==> src/rtl/snake_pkg.sv <==
// Shared definitions for the snake game: direction codes, coordinate width,
// default playfield geometry and the head-controller state type.
package snake_pkg;

  localparam int COORD_W = 11;

  localparam int unsigned DEF_STEP  = 20;
  localparam int unsigned DEF_H_MAX = 620;
  localparam int unsigned DEF_V_MAX = 460;

  localparam logic [1:0] DIR_UP    = 2'd0;
  localparam logic [1:0] DIR_DOWN  = 2'd1;
  localparam logic [1:0] DIR_LEFT  = 2'd2;
  localparam logic [1:0] DIR_RIGHT = 2'd3;

  typedef enum logic [1:0] {
    IDLE,
    RUN,
    DEAD
  } state_t;

  // Opposite pairs differ only in the LSB: up/down and left/right.
  function automatic logic [1:0] opposite_dir(input logic [1:0] d);
    return d ^ 2'b01;
  endfunction

endpackage

==> src/rtl/snake_head_controller_move_tick_gen.sv <==
// Move-rate counter: counts 0..TICKS-1 while run is high and flags the
// terminal count with a one-cycle tick.
module move_tick_gen #(
  parameter int unsigned TICKS = 4
) (
  input  logic clock,
  input  logic reset,
  input  logic clear,
  input  logic run,
  output logic tick
);

  localparam int unsigned CW = (TICKS > 2) ? $clog2(TICKS) : 1;
  localparam logic [CW-1:0] LAST = CW'(TICKS - 1);

  logic [CW-1:0] r_count;

  // Counter: clear wins, holds when not running, wraps at the terminal count.
  always_ff @(posedge clock) begin
    if (reset || clear) begin
      r_count <= '0;
    end else if (run) begin
      if (r_count == LAST) r_count <= '0;
      else                 r_count <= r_count + 1'b1;
    end
  end

  assign tick = run && (r_count == LAST);

endmodule

==> src/rtl/snake_head_controller.sv <==
// Snake head controller: direction filtering, move timing, wall detection and
// the head-coordinate/step interface feeding the body shift register.
module snake_head_controller
  import snake_pkg::*;
#(
  parameter int unsigned TICKS_PER_MOVE = 25_000_000,
  parameter int unsigned STEP           = DEF_STEP,
  parameter int unsigned H_MIN          = 0,
  parameter int unsigned H_MAX          = DEF_H_MAX,
  parameter int unsigned V_MIN          = 0,
  parameter int unsigned V_MAX          = DEF_V_MAX,
  parameter int unsigned H_START        = 320,
  parameter int unsigned V_START        = 240
) (
  input  logic               clock,
  input  logic               reset,
  input  logic               btn_up,
  input  logic               btn_down,
  input  logic               btn_left,
  input  logic               btn_right,
  input  logic               you_lose_from_collision,
  output logic [COORD_W-1:0] horizontal_head_coord,
  output logic [COORD_W-1:0] vertical_head_coord,
  output logic               step,
  output logic [1:0]         direction,
  output logic               you_lose_from_wall,
  output logic               game_over
);

  localparam logic [11:0] STEP12 = 12'(STEP);
  localparam logic [11:0] X_LO   = 12'(H_MIN + STEP);
  localparam logic [11:0] X_HI   = 12'(H_MAX - STEP);
  localparam logic [11:0] Y_LO   = 12'(V_MIN + STEP);
  localparam logic [11:0] Y_HI   = 12'(V_MAX - STEP);

  state_t             r_state;
  logic [COORD_W-1:0] r_hx, r_hy;
  logic [1:0]         r_direction, r_pending_dir;
  logic               r_step, r_wall, r_game_over;

  logic               w_tick;
  logic               w_req_valid, w_accept, w_legal;
  logic [1:0]         w_req_dir;
  logic [11:0]        w_x12, w_y12;
  logic [COORD_W-1:0] w_next_x, w_next_y;

  move_tick_gen #(.TICKS(TICKS_PER_MOVE)) u_tick (
    .clock (clock),
    .reset (reset),
    .clear (r_state == IDLE),
    .run   (r_state == RUN),
    .tick  (w_tick)
  );

  // Button priority encoder (up > down > left > right) and reversal filter.
  always_comb begin
    w_req_valid = btn_up | btn_down | btn_left | btn_right;
    w_req_dir   = DIR_RIGHT;
    if      (btn_up)   w_req_dir = DIR_UP;
    else if (btn_down) w_req_dir = DIR_DOWN;
    else if (btn_left) w_req_dir = DIR_LEFT;
    w_accept = w_req_valid && (w_req_dir != opposite_dir(r_direction));
  end

  // Next head position and wall legality, checked at 12 bits before stepping.
  always_comb begin
    w_x12    = {1'b0, r_hx};
    w_y12    = {1'b0, r_hy};
    w_next_x = r_hx;
    w_next_y = r_hy;
    w_legal  = 1'b1;
    case (r_pending_dir)
      DIR_UP:    if (w_y12 < Y_LO) w_legal = 1'b0;
                 else w_next_y = COORD_W'(w_y12 - STEP12);
      DIR_DOWN:  if (w_y12 > Y_HI) w_legal = 1'b0;
                 else w_next_y = COORD_W'(w_y12 + STEP12);
      DIR_LEFT:  if (w_x12 < X_LO) w_legal = 1'b0;
                 else w_next_x = COORD_W'(w_x12 - STEP12);
      default:   if (w_x12 > X_HI) w_legal = 1'b0;
                 else w_next_x = COORD_W'(w_x12 + STEP12);
    endcase
  end

  // Game FSM with registered head, direction, step strobe and loss flags.
  always_ff @(posedge clock) begin
    if (reset) begin
      r_state       <= IDLE;
      r_hx          <= COORD_W'(H_START);
      r_hy          <= COORD_W'(V_START);
      r_direction   <= DIR_RIGHT;
      r_pending_dir <= DIR_RIGHT;
      r_step        <= 1'b0;
      r_wall        <= 1'b0;
      r_game_over   <= 1'b0;
    end else begin
      r_step <= 1'b0;
      case (r_state)
        IDLE: begin
          if (w_req_valid) begin
            r_direction   <= w_req_dir;
            r_pending_dir <= w_req_dir;
            r_state       <= RUN;
          end
        end
        RUN: begin
          // Collision outranks any move due in the same cycle.
          if (you_lose_from_collision) begin
            r_game_over <= 1'b1;
            r_state     <= DEAD;
          end else begin
            if (w_accept) r_pending_dir <= w_req_dir;
            if (w_tick) begin
              r_direction <= r_pending_dir;
              if (w_legal) begin
                r_hx   <= w_next_x;
                r_hy   <= w_next_y;
                r_step <= 1'b1;
              end else begin
                r_wall      <= 1'b1;
                r_game_over <= 1'b1;
                r_state     <= DEAD;
              end
            end
          end
        end
        DEAD: begin
        end
        default: r_state <= IDLE;
      endcase
    end
  end

  assign horizontal_head_coord = r_hx;
  assign vertical_head_coord   = r_hy;
  assign step                  = r_step;
  assign direction             = r_direction;
  assign you_lose_from_wall    = r_wall;
  assign game_over             = r_game_over;

endmodule

==> config.mk <==
export PLATFORM = sky130hd
export DESIGN_NAME = snake_head_controller
export DESIGN_NICKNAME = d
export VERILOG_FILES = /design/src/rtl/snake_pkg.sv /design/src/rtl/snake_head_controller_move_tick_gen.sv /design/src/rtl/snake_head_controller.sv
export SDC_FILE = /design/constraint.sdc
export NUM_CORES = 1
export LEC_CHECK = 0
export ABC_AREA = 1
export BUFFER_PORTS_ARGS = -buffer_cell sky130_fd_sc_hd__buf_2
export CAP_MARGIN = 20
export CORE_MARGIN = 2
export CORE_UTILIZATION = 30
export CTS_CLUSTER_DIAMETER = 30
export DETAILED_ROUTE_END_ITERATION = 8
export GPL_TIMING_DRIVEN = 0
export PLACE_DENSITY = 0.46
export SLEW_MARGIN = 10
export SYNTH_ARGS = -nofsm -noshare
export SYNTH_HDL_FRONTEND = slang
export SYNTH_SLANG_ARGS = --single-unit
==> constraint.sdc <==
create_clock -name clock -period 2.7 [get_ports clock]
set_input_delay 0 -clock clock [delete_from_list [all_inputs] [get_ports clock]]
set_output_delay 0 -clock clock [all_outputs]
set_load 0.005 [all_outputs]
After elaboration in Yosys (flattened, before gate mapping)
Cells that the tools add are included.
{ "word_totals": {"reg_bits": 56, "out_inout_bits": 27, "wordCells": 93} }
{ "classes": {"order_cmp": 4, "add_sub_neg": 5, "mux": 31, "bitwise": 10, "n_reduce_logical": 17, "eq_ne": 17} }
{ "op_table": {"columns": ["operator", "n"], "rows": [
  ["11-bit two-way mux", 4],
  ["11-bit case mux with 2 select lines", 2],
  ["25-bit by 1-bit adder with 25-bit output (second input constant)", 1],
  ["25-bit equality test (second input constant)", 1],
  ["25-bit two-way mux", 1],
  ["11-bit by 5-bit adder with 11-bit output (second input constant)", 2],
  ["11-bit by 5-bit < comparator with 1-bit output (second input constant)", 2],
  ["2-bit two-way mux", 11],
  ["11-bit by 5-bit subtractor with 11-bit output (second input constant)", 2],
  ["2-bit != test (second input constant)", 8],
  ["4-bit AND reduction", 4],
  ["7-bit AND reduction", 2],
  ["11-bit by 10-bit greater-than comparator with 1-bit output (second input constant)", 1],
  ["11-bit by 9-bit greater-than comparator with 1-bit output (second input constant)", 1],
  ["1-bit two-way mux", 9],
  ["2-bit case mux with 2 select lines", 2],
  ["1-bit NOT", 7],
  ["3-bit != test (second input constant)", 2],
  ["2-bit case mux with 3 select lines", 1],
  ["2-bit nonzero test", 3],
  ["2-bit by 1-bit equality test with 1-bit output (second input constant)", 2],
  ["2-bit equality test (second input constant)", 2],
  ["2-bit logical NOT", 2],
  ["4-bit OR reduction", 1],
  ["other kinds (8)", 11]
]} }

Longest topological paths before layout
{ "depth": {"word_depth": 8, "depth_mapped": 12, "ltp_nobuf": 12} }

Cells and area by module
A second synthesis with hierarchy kept.
{ "hier_totals": {"hier_cells": 562, "hier_area_um2": 3679.8} }
{ "modules_own_cells": {"columns": ["mod", "seq_area_each_um2", "n_inst", "area_per_inst_um2", "cells_per_inst"], "rows": [
  ["snake_head_controller", 540.5, 1, 2250.9, 340],
  ["move_tick_gen", 500.5, 1, 1428.9, 222]
]} }

Worst setup path after synthesis
OpenSTA, ideal clock, no wires.
{ "synth_path": {"path_type": "register -> register", "from": "register u_tick.r_count[0]", "to": "register r_hy[7], in the netlist vertical_head_coord[7]", "required_time_ps": 2566, "arrival_ps": 1570, "path_stages_with_launch": 12, "period_less_slack_ps": 1703, "slack_ps": 997, "cell_sequence": "dfxtp_1 ha_1 nand3_2 nor2_4 nand3_2 nor2_4 nand3_2 nor3_4 buf_6 nand2_1 nand2_1 nand3_1"} }
{ "synth_between": {"elab_chain_len": 3} }
{ "synth_lines": {"columns": ["element", "line", "text"], "rows": [
  ["from (decl)", "snake_head_controller_move_tick_gen.sv:16", "logic [CW-1:0] r_count;"],
  ["from (signal assigned)", "snake_head_controller_move_tick_gen.sv:24", "else r_count <= r_count + 1'b1;"],
  ["25-bit equality test", "snake_head_controller_move_tick_gen.sv:28", "assign tick = run && (r_count == LAST);"],
  ["1-bit logical AND", "snake_head_controller_move_tick_gen.sv:28", null],
  ["7-bit AND reduction (no line)", null, null],
  ["to (signal assigned)", "snake_head_controller.sv:89", "r_hy <= COORD_W'(V_START);"],
  ["to (signal assigned)", "snake_head_controller.sv:116", "r_hy <= w_next_y;"],
  ["to (decl)", "snake_head_controller.sv:37", "logic [COORD_W-1:0] r_hx, r_hy;"]
]} }
No other way between the ends.
A chain may end at the register's enable or synchronous reset.

Worst setup path in the final report
{ "layout_path": {"from": "register u_tick.r_count[0]", "to": "register r_hy[6], in the netlist vertical_head_coord[6]"} }
Same word-level chain as after synthesis.

==> results.sh <==
export IMPL_outcome="complete, no violations"
export IMPL_slowest_delay_ns=0.37
export IMPL_vias_per_cell=4.69
export IMPL_synth_async_reset_ratio=0
export IMPL_synth_edf_count=0
export IMPL_avgRoutedWirePerCell_microns=12.1
export IMPL_firstDrtPassIters=4
export IMPL_die_x_microns=110
export IMPL_vias=3272
export IMPL_hold_viol=0
export IMPL_fmax_ghz=0.500
export IMPL_met3_usage=0.0247
export IMPL_endpoint_kind="flop"
export IMPL_ioPinCount=34
export IMPL_ctsHoldBuffers=0
export IMPL_yosysUniqueCellTypes=46
export IMPL_synth_top_cells_by_area="dfxtp_1, nand2_1, inv_1"
export IMPL_most_common_layout_cells="nand2_1, inv_1, nor2_1"
export IMPL_yosys_warnings=0
export IMPL_finalSetupTns_ns=0
export IMPL_final_common_cell="nand2_1"
export IMPL_path_common_cell="nand3_2"
export IMPL_required_ns=2.86
export IMPL_grt_util_met1=0.183
export IMPL_area_growth_pct=14.0
export IMPL_pwr_share_seq=0.467
export IMPL_cts_resized=0
export IMPL_grt_use_total=0.146
export IMPL_p_leak_nw=1.61
export IMPL_seqCellArea_sq_um=1040
export IMPL_setup_viol=0
export IMPL_maxCapViolations=0
export IMPL_multi_input_area_sq_um=2010
export IMPL_path_delay_family="simple AND/OR/NAND/NOR gates"
export IMPL_finalMaxSlewViolations=0
export IMPL_p_int_mw=1.24
export IMPL_syn_inst=519
export IMPL_cts_sinks=52
export IMPL_overflow=0
export IMPL_cts_clk_slew_worst_paths_ns=0.07
export IMPL_grt_pass1_wl_microns=13800
export IMPL_worstPathCellList="ha_1, nand3_2, nor2_4, nand3_2, nor2_4, nand3_2, nor3_4, buf_6, nand2_1, nand2_1, nand3_1"
export IMPL_yosysTopAreaCell="dfxtp_1"
export IMPL_grt_max_degree=15
export IMPL_diodes=0
export IMPL_synthesis_area_sq_um=3380
export IMPL_gp_congestion=0.866
export IMPL_crit_arrival_ns=2.15
export IMPL_power_switching_mw=0.485
export IMPL_timing_slew_headroom=0.613
export IMPL_clk_latency_ns=0.30
export IMPL_port_buffer_count=28
export IMPL_cpMaxStageDelayCell="dfxtp_1"
export IMPL_cp_max_fo=10
export IMPL_ant_nets=0
export IMPL_ys_seq_elements=52
export IMPL_tightestPinTransition_ns=0.580
export IMPL_pwr_density_cell_nw_per_um2=446
export IMPL_cts_setup_buffers=0
export IMPL_cts_root_buf="clkbuf_16"
export IMPL_die_area_sq_um=12100
export IMPL_cts_tree="built"
export IMPL_fin_skew_ns=0.00578
export IMPL_ys_seq_area_frac=0.308
export IMPL_wl_microns=8420
export IMPL_drcViolationCount=0
export IMPL_die_y_microns=110
export IMPL_initial_core_util=0.309
export IMPL_drive_gt1_frac=0.133
export IMPL_combPwrFrac=0.147
export IMPL_grtUsageMet2=0.251
export IMPL_antenna_found_initial=0
export IMPL_synth_area_per_cell_sq_um=6.52
export IMPL_hp_class="input pin to flop"
export IMPL_drt_iter0_markers=143
export IMPL_netSwitchingFraction=0.282
export IMPL_nets=571
export IMPL_fillers=1213
export IMPL_final_period_utilization=0.740
export IMPL_first_global_vias=2993
export IMPL_cts_buffers=5
export IMPL_core_area_sq_um=10900
export IMPL_power_mw=1.72
export IMPL_clockBufferDepth=2
export IMPL_rsz0062_at_grt="no"
export IMPL_critPathLaunchType="flop"
export IMPL_cp_buffers_inverters=1
export IMPL_hpwl_microns=6460
export IMPL_min_period_ns=2.00
export IMPL_pwr_share_clk=0.386
export IMPL_htreeDepth=2
export IMPL_vdd_drop_max_uv=196
export IMPL_critPathKind="flop to flop"
export IMPL_synth_top_area_share=0.308
export IMPL_synth_top_flop_cell="dfxtp_1"
export IMPL_top_usage_layer="met2"
export IMPL_num_rows=38
[through the flow]
stage	cell area, sq um	util	instances	hold WS (ns)	worst slack, ns
6_report	3860	0.353	698	0.0434	0.702
5_1_grt	3860	0.353	698	0.0733	0.472
2_1_floorplan	3400	-	522	0.198	0.997
4_1_cts	3860	0.353	698	0.0353	0.665
3_3_place_gp	3710	0.339	690	0.345	0.688
3_5_place_dp	3710	0.339	690	0.355	0.686
[registers in the layout, indices dropped and copies added (netlist names)]
name                   flops
horizontal_head_coord      9
r_pending_dir              2
vertical_head_coord        9
step                       1
u_tick.r_count            25
you_lose_from_wall         1
game_over                  1
r_state                    2
direction                  2
[cell families (layout without fill, tap and decap cells)]
| group | after synthesis | in the layout | synth area share |
|---|---|---|---|
| and+or+nand+nor | 292 | 292 | 0.404 |
| buffers and inverters | 86 | 122 | 0.103 |
| AOI/OAI and AO/OA | 65 | 65 | 0.116 |
| DFF | 52 | 52 | 0.308 |
| xor gates and xnor gates | 15 | 15 | 0.0388 |
| adders and majority gates | 7 | 7 | 0.0259 |
| other | 1 | 4 | 0.00111 |
| muxes | 1 | 1 | 0.00296 |
[final timing paths]
check,startpoint,cells after the start,end,slack [ns]
max,u_tick.r_count[0],11,vertical_head_coord[6],0.70
max reg2reg,u_tick.r_count[0],11,vertical_head_coord[6],0.70
min reg2reg,you_lose_from_wall,2,you_lose_from_wall,0.45
min,btn_up,4,r_pending_dir[0],0.04
[cell type report]
class                           count  area share
Clock buffer                        8      0.0379
Sequential cell                    52       0.270
Tap cell                          140      0.0454
Inverter                           75      0.0730
Multi-Input combinational cell    384       0.520
Timing Repair Buffer               28      0.0363
Buffer                             11      0.0172
[Yosys cell counts (6+ instances only)]
library cell and n:
a21oi_1 24, dfxtp_1 52, ha_1 7, inv_1 68, inv_2 7, nand2_1 130, nand3_1 35, nand4_1 14
nor2_1 68, nor2_4 6, nor3_1 13, o21ai_0 21, xor2_1 11
[worst register-to-register path, stage by stage, from the launching register on]
cell,delay [ns]
dfxtp_1,0.37
ha_1,0.22
nand3_2,0.11
nor2_4,0.11
nand3_2,0.09
nor2_4,0.13
nand3_2,0.12
nor3_4,0.31
buf_6,0.21
nand2_1,0.06
nand2_1,0.05
nand3_1,0.06
[power groups by stage]
stage	combinational (mW)	sequential [mW]	clock (mW)
floorplan	0.191	0.818	0
global placement	0.254	0.821	0
detailed placement	0.254	0.822	0
CTS	0.256	0.803	0.696
global route	0.288	0.806	0.724
finish	0.254	0.803	0.664
[per-layer routing]
metal | part of all wire | vias to the layer above
li1 | - | 1743
met1 | 0.47 | 1473
met2 | 0.49 | 48
met3 | 0.027 | 8
met4 | 0.014 | 0
met5 | 0 | -
(Power assumes the default switching activity.)
